**config.mk**
```make
export PLATFORM = sky130hd
export DESIGN_NAME = fetch_pc_sequencer
export DESIGN_NICKNAME = d
export VERILOG_FILES = /design/src/rtl/fetch_pc_sequencer.sv
export SDC_FILE = /design/constraint.sdc
export NUM_CORES = 1
export LEC_CHECK = 0
export CAP_MARGIN = 15
export CORE_MARGIN = 3
export CORE_UTILIZATION = 30
export CTS_BUF_LIST = sky130_fd_sc_hd__clkbuf_8
export CTS_CLUSTER_DIAMETER = 50
export DETAILED_ROUTE_END_ITERATION = 8
export HOLD_SLACK_MARGIN = 0.12
export SYNTH_ARGS = -nofsm -noshare
export SYNTH_HDL_FRONTEND = slang
export SYNTH_SLANG_ARGS = --single-unit
export TNS_END_PERCENT = 5
```
**constraint.sdc**
```tcl
create_clock -name clk -period 3.1 [get_ports clk]
set_input_delay 0.62 -clock clk [delete_from_list [all_inputs] [get_ports clk]]
set_output_delay 0.62 -clock clk [all_outputs]
set_load 0.02 [all_outputs]
```
**src/rtl/fetch_pc_sequencer.sv**
```systemverilog
// Next-fetch-PC generator: priority redirect mux plus sequential PC, with a redirect
// latch that survives backend freezes and an epoch that counts applied corrections.
module fetch_pc_sequencer #(
  parameter int unsigned       PC_W     = 32,
  parameter int unsigned       NSRC     = 4,
  parameter int unsigned       INCR     = 1,
  parameter logic [PC_W-1:0]   RESET_PC = '0,
  parameter int unsigned       EPOCH_W  = 3
) (
  input  logic                   clk,
  input  logic                   reset,
  input  logic                   freeze,
  input  logic [NSRC-1:0]        src_valid,
  input  logic [NSRC*PC_W-1:0]   src_pc,
  input  logic [NSRC-1:0]        src_is_pred,
  output logic [PC_W-1:0]        pc,
  output logic                   redirect,
  output logic [EPOCH_W-1:0]     epoch,
  output logic                   pending
);

  localparam int unsigned      IDX_W   = (NSRC > 1) ? $clog2(NSRC) : 1;
  localparam logic [PC_W-1:0]  INCR_PC = PC_W'(INCR);

  typedef enum logic {
    RUN  = 1'b0,
    HELD = 1'b1
  } state_e;

  state_e             state_q, state_d;
  logic [PC_W-1:0]    pc_q, pc_d;
  logic               redirect_q, redirect_d;
  logic [EPOCH_W-1:0] epoch_q, epoch_d;
  logic [IDX_W-1:0]   lat_idx_q, lat_idx_d;
  logic [PC_W-1:0]    lat_pc_q, lat_pc_d;
  logic               lat_pred_q, lat_pred_d;

  logic               win_vld;
  logic [IDX_W-1:0]   win_idx;
  logic [PC_W-1:0]    win_pc;
  logic               win_pred;

  logic               take_new;
  logic               apply;
  logic [PC_W-1:0]    app_pc;
  logic               app_pred;

  // Scan from lowest priority upward so the lowest valid index is the last write.
  always_comb begin
    win_vld  = 1'b0;
    win_idx  = '0;
    win_pc   = '0;
    win_pred = 1'b0;
    for (int i = int'(NSRC) - 1; i >= 0; i--) begin
      if (src_valid[i]) begin
        win_vld  = 1'b1;
        win_idx  = IDX_W'(i);
        win_pc   = src_pc[i*PC_W +: PC_W];
        win_pred = src_is_pred[i];
      end
    end
  end

  always_comb begin
    state_d    = state_q;
    pc_d       = pc_q;
    redirect_d = redirect_q;
    epoch_d    = epoch_q;
    lat_idx_d  = lat_idx_q;
    lat_pc_d   = lat_pc_q;
    lat_pred_d = lat_pred_q;
    apply      = 1'b0;
    app_pc     = win_pc;
    app_pred   = win_pred;

    // Equal index also wins so a re-asserting source refreshes its own latched target.
    take_new = win_vld && ((state_q == RUN) || (win_idx <= lat_idx_q));

    if (freeze && take_new) begin
      lat_idx_d  = win_idx;
      lat_pc_d   = win_pc;
      lat_pred_d = win_pred;
    end

    unique case (state_q)
      RUN: begin
        if (!freeze) begin
          if (win_vld) begin
            apply = 1'b1;
          end else begin
            pc_d       = pc_q + INCR_PC;
            redirect_d = 1'b0;
          end
        end else if (win_vld) begin
          state_d = HELD;
        end
      end
      HELD: begin
        if (!freeze) begin
          apply   = 1'b1;
          state_d = RUN;
          if (!take_new) begin
            app_pc   = lat_pc_q;
            app_pred = lat_pred_q;
          end
        end
      end
    endcase

    if (apply) begin
      pc_d       = app_pc;
      redirect_d = app_pred;
      if (!app_pred) begin
        epoch_d = epoch_q + EPOCH_W'(1);
      end
    end
  end

  always_ff @(posedge clk) begin
    if (reset) begin
      state_q    <= RUN;
      pc_q       <= RESET_PC;
      redirect_q <= 1'b0;
      epoch_q    <= '0;
      lat_idx_q  <= '0;
      lat_pc_q   <= '0;
      lat_pred_q <= 1'b0;
    end else begin
      state_q    <= state_d;
      pc_q       <= pc_d;
      redirect_q <= redirect_d;
      epoch_q    <= epoch_d;
      lat_idx_q  <= lat_idx_d;
      lat_pc_q   <= lat_pc_d;
      lat_pred_q <= lat_pred_d;
    end
  end

  assign pc       = pc_q;
  assign redirect = redirect_q;
  assign epoch    = epoch_q;
  assign pending  = (state_q == HELD);

endmodule

```
Word-level counts from Yosys, hierarchy flattened
Index checks and enable logic that the tools add are counted.

Input bits: 139. Output and inout port bits: 37. Word-level logic and storage cells: 57. Flip-flop bits (word level): 72.

Reduce and logical (&&, ||, !) cells: 5. Magnitude comparators: 1. Multiplexer cells: 37. $add $sub $neg: 2. Bitwise gates (word level): 2. Eq/ne operators: 3.

Operator list (number): two-way mux 32 bit (11); adder 32 x 1 -> 32 bit (second input constant) (1); two-way mux 1 bit (20); two-way mux 2 bit (4); != test 2 x 1 -> 1 bit (second input constant) (3); one-hot mux 1 bit (2 select lines) (2); adder 3 x 1 -> 3 bit (second input constant) (1); AND reduction 3 bit (1); <= comparator 2 bit (1); logical AND 1 bit (2); NOT 1 bit (2); AND reduction 2 bit (1); logical OR 1 bit (1).

Logic depth before layout (Yosys ltp)
Depth after elaboration: 12. Gate-level depth with buffers: 15. Gate-level depth less buffers: 9.

Least setup slack after synthesis
Ideal clock, no wire load.

Path type: input -> register. From: in src_valid[2]. To: reg epoch_q[0], in the netlist epoch[0]. Buffers on the path: 5. Data arrival time: 2.846 ns. Setup time: 0.123 ns. Slack: 0.131 ns. Stages on the path: 14. Data required time: 2.977 ns. Cells stage by stage: buf_6 nor2b_1 buf_2 buf_2 buf_2 o21ai_0 ha_1 nand2_1 o211ai_2 and2_1 buf_6 a21oi_2 or2_1 mux2_1.

Longest elaborated chain between the ends: 11. Elaborated cells on any way between the ends: 20. Those cells by class: order compare (1); mux (15); bitwise (1); reduce/logical (3).

Ends and longest elaborated chain: start, declared (RTL line 13) `input logic [NSRC-1:0] src_valid,`; two-way mux 2 bit (3 in series) (RTL line 55) `if (src_valid[i]) begin`; <= comparator 2 bit (RTL line 77) `take_new = win_vld && ((state_q == RUN) || (win_idx <= lat_idx_q));`; logical OR 1 bit (RTL line 77); logical AND 1 bit (RTL line 77); two-way mux 1 bit (RTL line 102) `if (!take_new) begin`; two-way mux 1 bit (RTL line 99) `if (!freeze) begin`; two-way mux 1 bit (RTL line 85) `unique case (state_q)`; NOT 1 bit (no line); AND reduction 2 bit (no line) (*); end signal, assigned (RTL line 132) `epoch_q <= epoch_d;`; end, declared (RTL line 33) `logic [EPOCH_W-1:0] epoch_q, epoch_d;`.

Every way passes the cells marked *; elsewhere a longest branch is shown, timed or not. A chain may end at the register's enable or synchronous reset.

Worst setup path after layout
From: in src_valid[2]. To: reg pc_q[10], in the netlist pc[10].

Longest elaborated chain between the ends: 10. Elaborated cells on any way between the ends: 23. Those cells by class: order compare (1); eq/ne (3); mux (16); reduce/logical (3).

Ends and longest elaborated chain: two-way mux 2 bit (3 in series) (RTL line 55); net win_idx[1] (RTL line 39) `logic [IDX_W-1:0] win_idx;`; <= comparator 2 bit (RTL line 77); logical OR 1 bit (RTL line 77); logical AND 1 bit (RTL line 77); two-way mux 32 bit (RTL line 102); two-way mux 32 bit (RTL line 99); two-way mux 32 bit (RTL line 85); two-way mux 32 bit (RTL line 110) `if (apply) begin`; end signal, assigned (RTL line 130) `pc_q <= pc_d;`; end, declared (RTL line 31) `logic [PC_W-1:0] pc_q, pc_d;`.

The timed path passes the listed nets, and every way through them passes these cells.

==> impl_results.html <==
<table>
<tr><th>Metric</th><th>Value</th></tr>
<tr><th colspan="2">Layout</th></tr>
<tr><td>Total inserted antenna cells</td><td>0</td></tr>
<tr><td>Fillers</td><td>1,504</td></tr>
<tr><td>Count of nets after finishing</td><td>907</td></tr>
<tr><td>Flip-flop and latch area</td><td>0.00144 mm^2</td></tr>
<tr><td>Ratio of cells with drive above 1 in the final layout</td><td>9.26%</td></tr>
<tr><td>Post-synthesis to final-layout area growth</td><td>48.0%</td></tr>
<tr><td>Area of the multi-input gates</td><td>0.00284 mm^2</td></tr>
<tr><th colspan="2">Timing</th></tr>
<tr><td>Max-slew headroom</td><td>41.5%</td></tr>
<tr><td>Minimum clock period after layout</td><td>2.79 ns</td></tr>
<tr><td>Final period utilization</td><td>90.0%</td></tr>
<tr><td>Highest clock rate</td><td>358 MHz</td></tr>
<tr><td>Final-report max-slew violation count</td><td>0</td></tr>
<tr><td>Smallest setup slack after layout</td><td>0.309 ns</td></tr>
<tr><td># setup viols final</td><td>0</td></tr>
<tr><td>Slew at the pin with the worst max-slew slack</td><td>0.878 ns</td></tr>
<tr><td>Setup repair after global routing missed its margin</td><td>no</td></tr>
<tr><td>Count of endpoints failing hold in the final timing report</td><td>0</td></tr>
<tr><td>Final clock skew</td><td>0.00642 ns</td></tr>
<tr><td>Hold Slack</td><td>0.463 ns</td></tr>
<tr><th colspan="2">CTS</th></tr>
<tr><td>Latest clock arrival within the worst-skew pair</td><td>0.36 ns</td></tr>
<tr><td>Clock transition at the registers of the reported paths</td><td>0.07 ns</td></tr>
<tr><td>CTS H-tree depth</td><td>3</td></tr>
<tr><td>Clock root buffer</td><td>sky130_fd_sc_hd__clkbuf_8</td></tr>
<tr><td>Post-CTS Hold Buffers</td><td>0</td></tr>
<tr><td>Number of clock buffers inserted by TritonCTS</td><td>9</td></tr>
<tr><td>Buffers inserted during post-CTS setup optimization</td><td>0</td></tr>
<tr><td>CTS resizes</td><td>0</td></tr>
<tr><td>Clock tree from TritonCTS</td><td>built</td></tr>
<tr><td>Number of clock sinks</td><td>72</td></tr>
<tr><td>Number of buffers between clock root and the deepest sink</td><td>2</td></tr>
<tr><th colspan="2">Global routing</th></tr>
<tr><td>Number of antenna violations at the first check in global routing</td><td>0</td></tr>
<tr><td>Maximum number of pins on one net before global-route repair</td><td>45</td></tr>
<tr><td>First-pass GRT wire length</td><td>27,200 um</td></tr>
<tr><td>Vias in the first global route</td><td>5,123</td></tr>
<tr><td>GRT met1 Usage</td><td>28.7%</td></tr>
<tr><td>Total track usage</td><td>20.5%</td></tr>
<tr><td>Met3 Usage GRT</td><td>4.58%</td></tr>
<tr><td>Grt total ovfl</td><td>0</td></tr>
<tr><td>Routing layer with the top usage in global route</td><td>met2</td></tr>
<tr><td>Met2 Use GR</td><td>31.8%</td></tr>
<tr><th colspan="2">Yosys</th></tr>
<tr><td>Most used flip-flop cell after synthesis</td><td>sky130_fd_sc_hd__dfxtp_1</td></tr>
<tr><td>Post-synthesis instance total</td><td>595</td></tr>
<tr><td>Number of enable-type register cells in the synthesized netlist</td><td>0</td></tr>
<tr><td>Post-Synth Adder-Cell Area</td><td>1.09%</td></tr>
<tr><td>Share of synthesized cell area in and, or, nand and nor gates</td><td>24.4%</td></tr>
<tr><td>Proportion of synthesized flip-flops having asynchronous set or reset</td><td>0%</td></tr>
<tr><td>XOR/XNOR Fraction of Synth Area</td><td>0%</td></tr>
<tr><td>Compound-Gate Fraction of Synth Area</td><td>32.2%</td></tr>
<tr><td>Sequential element share of the synthesized area</td><td>31.3%</td></tr>
<tr><td>Total of flip-flops plus latches after synthesis</td><td>72</td></tr>
<tr><td>Main combinational cell family by area after synthesis</td><td>compound AO/OA/AOI/OAI gates</td></tr>
<tr><td>Synthesized area per cell</td><td>7.73 um^2</td></tr>
<tr><td>Multiplexer share of the synthesized area</td><td>3.92%</td></tr>
<tr><td>Distinct cell type count after synthesis</td><td>63</td></tr>
<tr><td>Area of the mapped netlist</td><td>0.00460 mm^2</td></tr>
<tr><td>Number of warnings issued by yosys</td><td>0</td></tr>
<tr><td>Total nets after synthesis</td><td>738</td></tr>
<tr><th colspan="2">Route</th></tr>
<tr><td>Drt initial violations</td><td>385</td></tr>
<tr><td>Remaining DRCs</td><td>0</td></tr>
<tr><td>Via count normalized by instance count</td><td>5.63</td></tr>
<tr><td>Average detailed-routed wire length per instance</td><td>18.5 um</td></tr>
<tr><td>Count of nets left with antenna violations after detail routing</td><td>0</td></tr>
<tr><td>Total vias in the final route</td><td>5,358</td></tr>
<tr><td>Number of detailed-route iterations in the first pass</td><td>5</td></tr>
<tr><td>Detailed Route WL</td><td>17,600 um</td></tr>
<tr><th colspan="2">Outcome</th></tr>
<tr><td>Run status</td><td>finished clean</td></tr>
<tr><th colspan="2">Power</th></tr>
<tr><td>Leakage power</td><td>2.49 nW</td></tr>
<tr><td>Power density cells</td><td>378 mW/mm^2</td></tr>
<tr><td>Max rail drop VDD</td><td>215 uV</td></tr>
<tr><th colspan="2">Setup path</th></tr>
<tr><td>Kind of critical path</td><td>in -&gt; reg</td></tr>
<tr><td>Highest-delay cell along the critical path</td><td>sky130_fd_sc_hd__clkdlybuf4s50_1</td></tr>
<tr><td>Peak fanout along the critical path</td><td>13</td></tr>
<tr><td>Endpoint required time on the critical path</td><td>3.32 ns</td></tr>
<tr><td>Worst path arrival time</td><td>3.01 ns</td></tr>
<tr><td>Critical path's largest stage delay</td><td>0.59 ns</td></tr>
<tr><td>Startpoint kind of the worst setup timing path</td><td>primary input</td></tr>
<tr><td>Type of destination of the critical path</td><td>register</td></tr>
<tr><td>Crit-path cells</td><td>clkdlybuf4s50_1 -&gt; nor2_1 -&gt; nor2_1 -&gt; ha_1 -&gt; nor2b_1 -&gt; o211ai_2 -&gt; buf_4 -&gt; nand2_1 -&gt; buf_4 -&gt; a221oi_1 -&gt; o32ai_1</td></tr>
<tr><th colspan="2">Flow run</th></tr>
<tr><td>Number of max-cap violations</td><td>0</td></tr>
<tr><th colspan="2">Die</th></tr>
<tr><td>Starting Density</td><td>31.2%</td></tr>
<tr><td>DIE AREA</td><td>0.0169 mm^2</td></tr>
<tr><td>IO Pins</td><td>176</td></tr>
<tr><td>Row count</td><td>44</td></tr>
<tr><td>Die width</td><td>130 um</td></tr>
<tr><td>Die Y</td><td>130 um</td></tr>
<tr><td>Core box area</td><td>0.0148 mm^2</td></tr>
<tr><th colspan="2">Placed design</th></tr>
<tr><td>Placer congestion estimate</td><td>0.857</td></tr>
<tr><td>Post-detailed-placement half-perimeter wirelength</td><td>13,900 um</td></tr>
<tr><td>Number of buffers inserted by port buffering</td><td>175</td></tr>
<tr><td>Post-place setup slack</td><td>-0.0727 ns</td></tr>
<tr><th colspan="2">Worst hold path</th></tr>
<tr><td>Min-Delay Path Class</td><td>reg -&gt; reg</td></tr>
</table>
## metrics by stage
step	instances	TNS, ns	util, %	area [um^2]	power, mW
detailed placement	937	-0.576	44.9	6630	1.88
global placement	937	-0.00337	44.9	6630	1.86
floorplan	595	0	-	4600	1.47
finish	951	0	46.1	6810	2.57
CTS	951	0	46.1	6810	2.59
global route	951	0	46.1	6810	2.71
## final timing paths
check	start	endpoint	slack, ns	depth (start not counted)
hold reg to reg	lat_pc_q[22]	lat_pc_q[22]	0.46	2
setup / recovery	src_valid[2]	pc[10]	0.31	11
setup reg to reg	pc[0]	pc[26]	0.52	7
hold / removal	lat_pc_q[22]	lat_pc_q[22]	0.46	2
## layer usage
layer / routed length (um) / part of all wire, %
met5: 0 / 0
met4: 267 / 1.5
met3: 1670 / 9.5
met2: 7840 / 45
met1: 7810 / 44
## state kept, by name, indices dropped and copies added, names as in the netlist
signal / cells
epoch: 3
lat_idx_q: 2
lat_pc_q: 32
lat_pred_q: 1
pc: 32
pending: 1
redirect: 1
## cell type report
cell class              instances  area share (%)
inverters                      20            1.10
multi-input cells             449            41.7
clock inverters                 5           0.735
flip-flops and latches         72            21.2
clock buffers                   9            1.82
well taps                     184            3.38
repair buffers                212            30.1
## cells in the final DEF (no fill, tap or decap), types with 4 or more instances in the layout
| cell type | instances |
|---|---|
| sky130_fd_sc_hd__a211oi_1 | 13 |
| sky130_fd_sc_hd__clkbuf_8 | 9 |
| sky130_fd_sc_hd__o22ai_1 | 20 |
| sky130_fd_sc_hd__a221o_1 | 12 |
| sky130_fd_sc_hd__o211ai_1 | 5 |
| sky130_fd_sc_hd__nand3_1 | 17 |
| sky130_fd_sc_hd__o32ai_1 | 15 |
| sky130_fd_sc_hd__nor3_1 | 20 |
| sky130_fd_sc_hd__clkinv_2 | 4 |
| sky130_fd_sc_hd__a221oi_1 | 26 |
| sky130_fd_sc_hd__clkdlybuf4s50_1 | 174 |
| sky130_fd_sc_hd__buf_4 | 35 |
| sky130_fd_sc_hd__a21oi_1 | 53 |
| sky130_fd_sc_hd__o21ai_0 | 12 |
| sky130_fd_sc_hd__inv_1 | 20 |
| sky130_fd_sc_hd__and3_1 | 10 |
| sky130_fd_sc_hd__nand2b_1 | 6 |
| sky130_fd_sc_hd__a22oi_1 | 4 |
| sky130_fd_sc_hd__nor2b_1 | 10 |
| sky130_fd_sc_hd__nand2_1 | 40 |
| sky130_fd_sc_hd__mux2i_1 | 12 |
| sky130_fd_sc_hd__o221ai_1 | 10 |
| sky130_fd_sc_hd__a31oi_1 | 7 |
| sky130_fd_sc_hd__dfxtp_1 | 72 |
| sky130_fd_sc_hd__ha_1 | 4 |
| sky130_fd_sc_hd__nor4_1 | 7 |
| sky130_fd_sc_hd__and2_1 | 4 |
| sky130_fd_sc_hd__nor2_1 | 84 |
## power breakdown
group          total (mW)  leakage (nW)  internal (mW)  switching, mW
clock               0.713        0.0945          0.357          0.356
sequential           1.08         0.594           1.00         0.0819
combinational       0.777          1.80          0.406          0.370
total                2.57          2.49           1.76          0.808
## cell usage after synthesis, drive strengths merged, types with 5 or more instances
cell / instances / area [um^2]
inv: 20 / 75.1
nand3: 19 / 120
buf: 24 / 138
and3: 10 / 62.6
nor2: 85 / 327
o21ai: 14 / 70.1
nor2b: 11 / 68.8
nand2b: 6 / 37.5
a221o: 12 / 120
o32ai: 15 / 131
o221ai: 10 / 87.6
a211oi: 13 / 97.6
nand2: 40 / 150
clkbuf: 30 / 113
o22ai: 20 / 125
nor3: 21 / 110
a221oi: 27 / 243
mux2: 5 / 60.1
nor4: 10 / 108
mux2i: 12 / 120
or2: 5 / 31.3
a21oi: 54 / 274
o211ai: 6 / 50.1
dfxtp: 72 / 1440
a31oi: 7 / 43.8
## kinds of logic after synthesis
group / Yosys count
adder cells (fa/ha/maj): 4
AND/OR/NAND/NOR: 222
AO/OA/AOI/OAI: 206
buffers and inverters: 74
multiplexers: 17
flip-flops: 72
## critical path: cells and delay by family
kind            cells  cell delay [ns]
fa+ha+maj           1             0.27
buf+inv             3             0.97
compound gates      3             0.62
simple gates        4             0.52
Note: power is estimated with default switching activity, not from simulation.
==> RTL edit 1: new RTL, config.mk and constraints unchanged <==
Register the inputs `freeze`, `src_valid`, `src_pc` and `src_is_pred` before use, with the module's reset. The logic sees them one clock later.
--- a/src/rtl/fetch_pc_sequencer.sv
+++ b/src/rtl/fetch_pc_sequencer.sv
@@ -27,6 +27,25 @@
     HELD = 1'b1
   } state_e;
 
+  logic freeze_q;
+  logic [NSRC-1:0] src_valid_q;
+  logic [NSRC*PC_W-1:0] src_pc_q;
+  logic [NSRC-1:0] src_is_pred_q;
+
+  always_ff @(posedge clk) begin
+    if (reset) begin
+      freeze_q      <= '0;
+      src_valid_q   <= '0;
+      src_pc_q      <= '0;
+      src_is_pred_q <= '0;
+    end else begin
+      freeze_q      <= freeze;
+      src_valid_q   <= src_valid;
+      src_pc_q      <= src_pc;
+      src_is_pred_q <= src_is_pred;
+    end
+  end
+
   state_e             state_q, state_d;
   logic [PC_W-1:0]    pc_q, pc_d;
   logic               redirect_q, redirect_d;
@@ -52,11 +71,11 @@
     win_pc   = '0;
     win_pred = 1'b0;
     for (int i = int'(NSRC) - 1; i >= 0; i--) begin
-      if (src_valid[i]) begin
+      if (src_valid_q[i]) begin
         win_vld  = 1'b1;
         win_idx  = IDX_W'(i);
-        win_pc   = src_pc[i*PC_W +: PC_W];
-        win_pred = src_is_pred[i];
+        win_pc   = src_pc_q[i*PC_W +: PC_W];
+        win_pred = src_is_pred_q[i];
       end
     end
   end
@@ -76,7 +95,7 @@
     // Equal index also wins so a re-asserting source refreshes its own latched target.
     take_new = win_vld && ((state_q == RUN) || (win_idx <= lat_idx_q));
 
-    if (freeze && take_new) begin
+    if (freeze_q && take_new) begin
       lat_idx_d  = win_idx;
       lat_pc_d   = win_pc;
       lat_pred_d = win_pred;
@@ -84,7 +103,7 @@
 
     unique case (state_q)
       RUN: begin
-        if (!freeze) begin
+        if (!freeze_q) begin
           if (win_vld) begin
             apply = 1'b1;
           end else begin
@@ -96,7 +115,7 @@
         end
       end
       HELD: begin
-        if (!freeze) begin
+        if (!freeze_q) begin
           apply   = 1'b1;
           state_d = RUN;
           if (!take_new) begin
Behaviour: not the same (a bounded check fails within 4 cycles, from zero or initial values and one cycle with reset high).
==> RTL edit 1 against the unedited design <==
Register-to-register slack worse by 0.14 ns; wire length is 39% higher; non-clock buffer count is 16 lower; die area is 75% higher; setup slack better by 0.072 ns; power is 140% higher; design area is 61% higher; clock power grew to 3.3 times the old value; sequential cell count is 137 higher; fmax is 2.6% higher; sequential power grew to 2.7 times the old value; first-iteration DRC count is 22% higher; synthesized area is 79% higher; critical path type is now reg -> reg; critical endpoint is now epoch[1].
==> RTL edit 1: results (changes against the unedited design) <==
| Metric | Value |
|---|---|
| Total Routing Usage GR | 16.1% (-4.4 points) |
| Worst-path fanout max | 6 (-7) |
| Setup ws final | 0.381 ns (+0.0717 ns) |
| Dpl ws | 0.371 ns (+0.444 ns) |
| GP Congestion | 0.824 (-3.8%) |
| H-tree depth | 2 (-1) |
| Post-synthesis xor/xnor area fraction | 0.106% (+0.11 points) |
| HPWL after DPL | 17,700 microns (+27%) |
| Share of cells above drive strength 1 | 8.37% (-0.88 points) |
| Vias in the first global route | 6,816 (+33%) |
| Clk_skew | 0.0137 ns (+0.00730 ns) |
| CTS buffer count | 36 (+27) |
| Status | finished, final reports clean |
| Peak supply drop | 0.327 mV (+52%) |
| Leak | 4.11 nW (+65%) |
| Skew-Pair Late Insertion Delay | 0.51 ns (+0.15 ns) |
| Drt total wl | 24,400 microns (+39%) |
| R2r worst-path depth | 9 (+2) |
| Yosys cell types | 75 (+19%) |
| Register area share after synthesis | 50.8% (+20 points) |
| Mux share of post-synthesis cell area | 0.730% (-3.2 points) |
| Vias | 7,052 (+32%) |
| Syn Nets | 1,030 (+40%) |
| Met1 usage | 23.8% (-4.9 points) |
| Largest net degree at the start of global routing | 108 (+140%) |
| CP top delay family | compound AO/OA/AOI/OAI gates |
| Worst R2R End | epoch[1] |
| Syn Inst Count | 887 (+49%) |
| Max clock buf depth | 3 (+1) |
| Global-route wire length before repair | 37,500 microns (+38%) |
| Drt via density | 5.00 (-11%) |
| Hold Slack | 0.452 ns (-0.0116 ns) |
| Crit path kind | reg -> reg |
| Slowest CP cell | a2111oi_4 |
| GR Util met3 | 4.25% (-0.33 points) |
RTL edit 1: cell types whose count changed in the layout (fill, tap and decap cells not counted), moves of 5 or more:
cell      change
dfxtp_1     +137
nor2b_1     +137
clkbuf_8     +36
buf_4        -15
nor3_1       +14
inv_1         +8
nand2_1       +8
o21ai_0       +8
mux2i_1       -6
nor2_1        -6
o32ai_1       -6
and3_1        -5
nand3_1       -5
RTL edit 1: power by group:
part           switching [mW]  leakage, nW  internal (mW)  total [mW]
Clock                    1.04        0.398           1.30        2.34
Sequential              0.107         1.73           2.85        2.96
Combinational           0.456         1.98          0.443       0.899
Total                    1.61         4.11           4.59        6.20
RTL edit 1: tightest hold or removal path, delay by kind of cell, from the launching register on:
family,cells,cell delay [ns]
AOI/OAI and AO/OA,1,0.05
and+or+nand+nor,1,0.05
DFF,1,0.30
RTL edit 1: cell type report:
class | count | area [sq um] | share of cell area, %
well taps | 335 | 419 | 3.82
inverters | 17 | 63.8 | 0.582
repair buffers | 196 | 1920 | 17.5
flip-flops and latches | 209 | 4180 | 38.2
multi-input cells | 593 | 3690 | 33.7
clock inverters | 15 | 61.3 | 0.559
clock buffers | 45 | 619 | 5.65
RTL edit 1: metal layers:
metal  routed length (microns)  up-vias  share of wire (%)
met5                         0        -                  0
met4                       423        0                1.7
met3                      2020       34                8.3
met2                     10100      282                 41
met1                     11900     3241                 49
li1                          -     3495                  -
RTL edit 1: cell families (layout without fill, tap and decap cells):
group / after synthesis / count (layout)
and+or+nand+nor: 379 / 379
DFF: 209 / 209
AOI/OAI and AO/OA: 203 / 203
buffers and inverters: 85 / 273
muxes: 6 / 6
adders and majority gates: 4 / 4
xor gates and xnor gates: 1 / 1
==> RTL edit 2: new RTL, same flow settings <==
Without the edit above. Set the parameter `NSRC` to 8 (it was 4).
--- a/src/rtl/fetch_pc_sequencer.sv
+++ b/src/rtl/fetch_pc_sequencer.sv
@@ -2,7 +2,7 @@
 // latch that survives backend freezes and an epoch that counts applied corrections.
 module fetch_pc_sequencer #(
   parameter int unsigned       PC_W     = 32,
-  parameter int unsigned       NSRC     = 4,
+  parameter int unsigned       NSRC     = 8,
   parameter int unsigned       INCR     = 1,
   parameter logic [PC_W-1:0]   RESET_PC = '0,
   parameter int unsigned       EPOCH_W  = 3
Ports: changed (resized src_is_pred, src_pc and src_valid); port bits go from 176 to 312. The function was not compared with the original's and may differ.
==> RTL edit 2 against the unedited design <==
Power rose by 23%; wire length rose by 75%; sequential cell count rose by 1; first-iteration DRC count rose by 23%; hold slack improved by 0.0011 ns; synthesized area rose by 27%; setup slack got worse by 0.21 ns; design area rose by 48%; critical path type unchanged; largest cell class unchanged.
==> RTL edit 2: results (changes against the unedited design) <==
| Metric | Value |
|---|---|
| CP max stage delay | 0.52 ns (-0.07 ns) |
| First DRT Iteration DRCs | 475 (+23%) |
| Clk_skew | 0.0107 ns (+0.00428 ns) |
| Crit. Startpoint | src_valid[1] |
| Status | finished, final reports clean |
| CP top delay family | compound AO/OA/AOI/OAI gates |
| Worst-margin pin slew | 0.831 ns (-0.0474 ns) |
| CP Data Arrival Time | 3.24 ns (+0.23 ns) |
| Peak supply drop | 0.203 mV (-5.3%) |
| Dpl ws | -0.668 ns (-0.595 ns) |
| Drt wl/cell | 21.7 microns (+18%) |
| Worst setup endpoint | epoch[0] |
| Synth top cells by count | nor2_1 (90), dfxtp_1 (73), nand2_1 (63) |
| Mux share of post-synthesis cell area | 0.918% (-3.0 points) |
| Worst-path fanout max | 11 (-2) |
| Global-route wire length before repair | 45,700 microns (+68%) |
| Worst R2R End | pc[28] |
| Post-synthesis xor/xnor area fraction | 0.448% (+0.45 points) |
| Total Routing Usage GR | 27.3% (+6.8 points) |
| Largest net degree at the start of global routing | 46 (+2.2%) |
| HPWL after DPL | 25,300 microns (+82%) |
| Syn Nets | 1,091 (+48%) |
| FF-to-FF Start | pc[12] |
| Drt pass-1 iters | 6 (+1) |
| GP Congestion | 0.930 (+8.5%) |
| Adder-Cell Fraction of Synth Area | 1.07% (-0.021 points) |
| I/O Buffers | 311 (+78%) |
| Yosys cell types | 64 (+1.6%) |
| Minimum clock period | 3.00 ns (+0.206 ns) |
| Vias in the first global route | 7,576 (+48%) |
[RTL edit 2: cell families (layout without fill, tap and decap cells)]
logic type,count (synthesis),count (layout)
compound gates,315,315
simple gates,307,307
buf+inv,103,445
flops,73,73
fa+ha+maj,5,5
mux,5,5
xor+xnor,3,3
other cells,0,4
[RTL edit 2: how the worst min path moves through the flow]
stage | to | startpoint | slack, ns
2_1_floorplan | lat_idx_q[1] | lat_idx_q[1] | 0.44
3_3_place_gp | lat_pc_q[3] | lat_pc_q[3] | 0.44
4_1_cts | lat_idx_q[2] | lat_idx_q[2] | 0.46
5_1_grt | lat_pc_q[25] | lat_pc_q[25] | 0.49
3_5_place_dp | lat_idx_q[2] | lat_idx_q[2] | 0.45
6_report | lat_idx_q[1] | lat_idx_q[1] | 0.46
[RTL edit 2: routing by layer]
metal | GRT usage, % | part of all wire (%) | wire [microns]
met4 | 6.55 | 2.0 | 630
met3 | 6.26 | 7.8 | 2390
met1 | 34.5 | 41 | 12600
met5 | 0 | 0.13 | 41
met2 | 47.1 | 49 | 15100
[RTL edit 2: repair_timing]
action                     4_1_cts  5_1_grt
pin swaps                        2        3
setup buffers                    0        1
gates resized for setup         10        8
setup endpoints to repair       66       64
[RTL edit 2: final cells by class]
class | count | area, sq um | share of cell area [%]
tap | 260 | 325 | 3.22
antenna | 4 | 10.0 | 0.0991
sequential | 73 | 1460 | 14.5
clock inverter | 5 | 77.6 | 0.768
inverter | 24 | 90.1 | 0.892
multi-input combinational | 635 | 4110 | 40.7
timing repair buffer | 405 | 3870 | 38.3
clock buffer | 11 | 151 | 1.50
[RTL edit 2: metrics by stage]
step                      hold WS, ns  cells  instance area [sq um]  power, mW
final                           0.464   1417                  10100       3.17
after global routing            0.493   1417                  10100       3.34
after CTS                       0.465   1412                  10000       3.17
after detailed placement        0.453   1396                   9780       2.30
after global placement          0.444   1396                   9780       2.30
after floorplan                 0.436    811                   5940       1.60
[RTL edit 2: worst reg2reg max path, cell delays in order, from the launching register on]
cell	delay [ns]
dfxtp_1	0.53
nand4_1	0.25
nor3_1	0.52
nand4_1	0.27
or4_1	0.45
a21o_1	0.19
a31oi_1	0.15
[RTL edit 2: report_power, final]
| group | leakage [nW] | internal (mW) | switching (mW) |
|---|---|---|---|
| clock | 0.115 | 0.495 | 0.377 |
| sequential | 0.604 | 1.02 | 0.0852 |
| combinational | 2.91 | 0.668 | 0.530 |
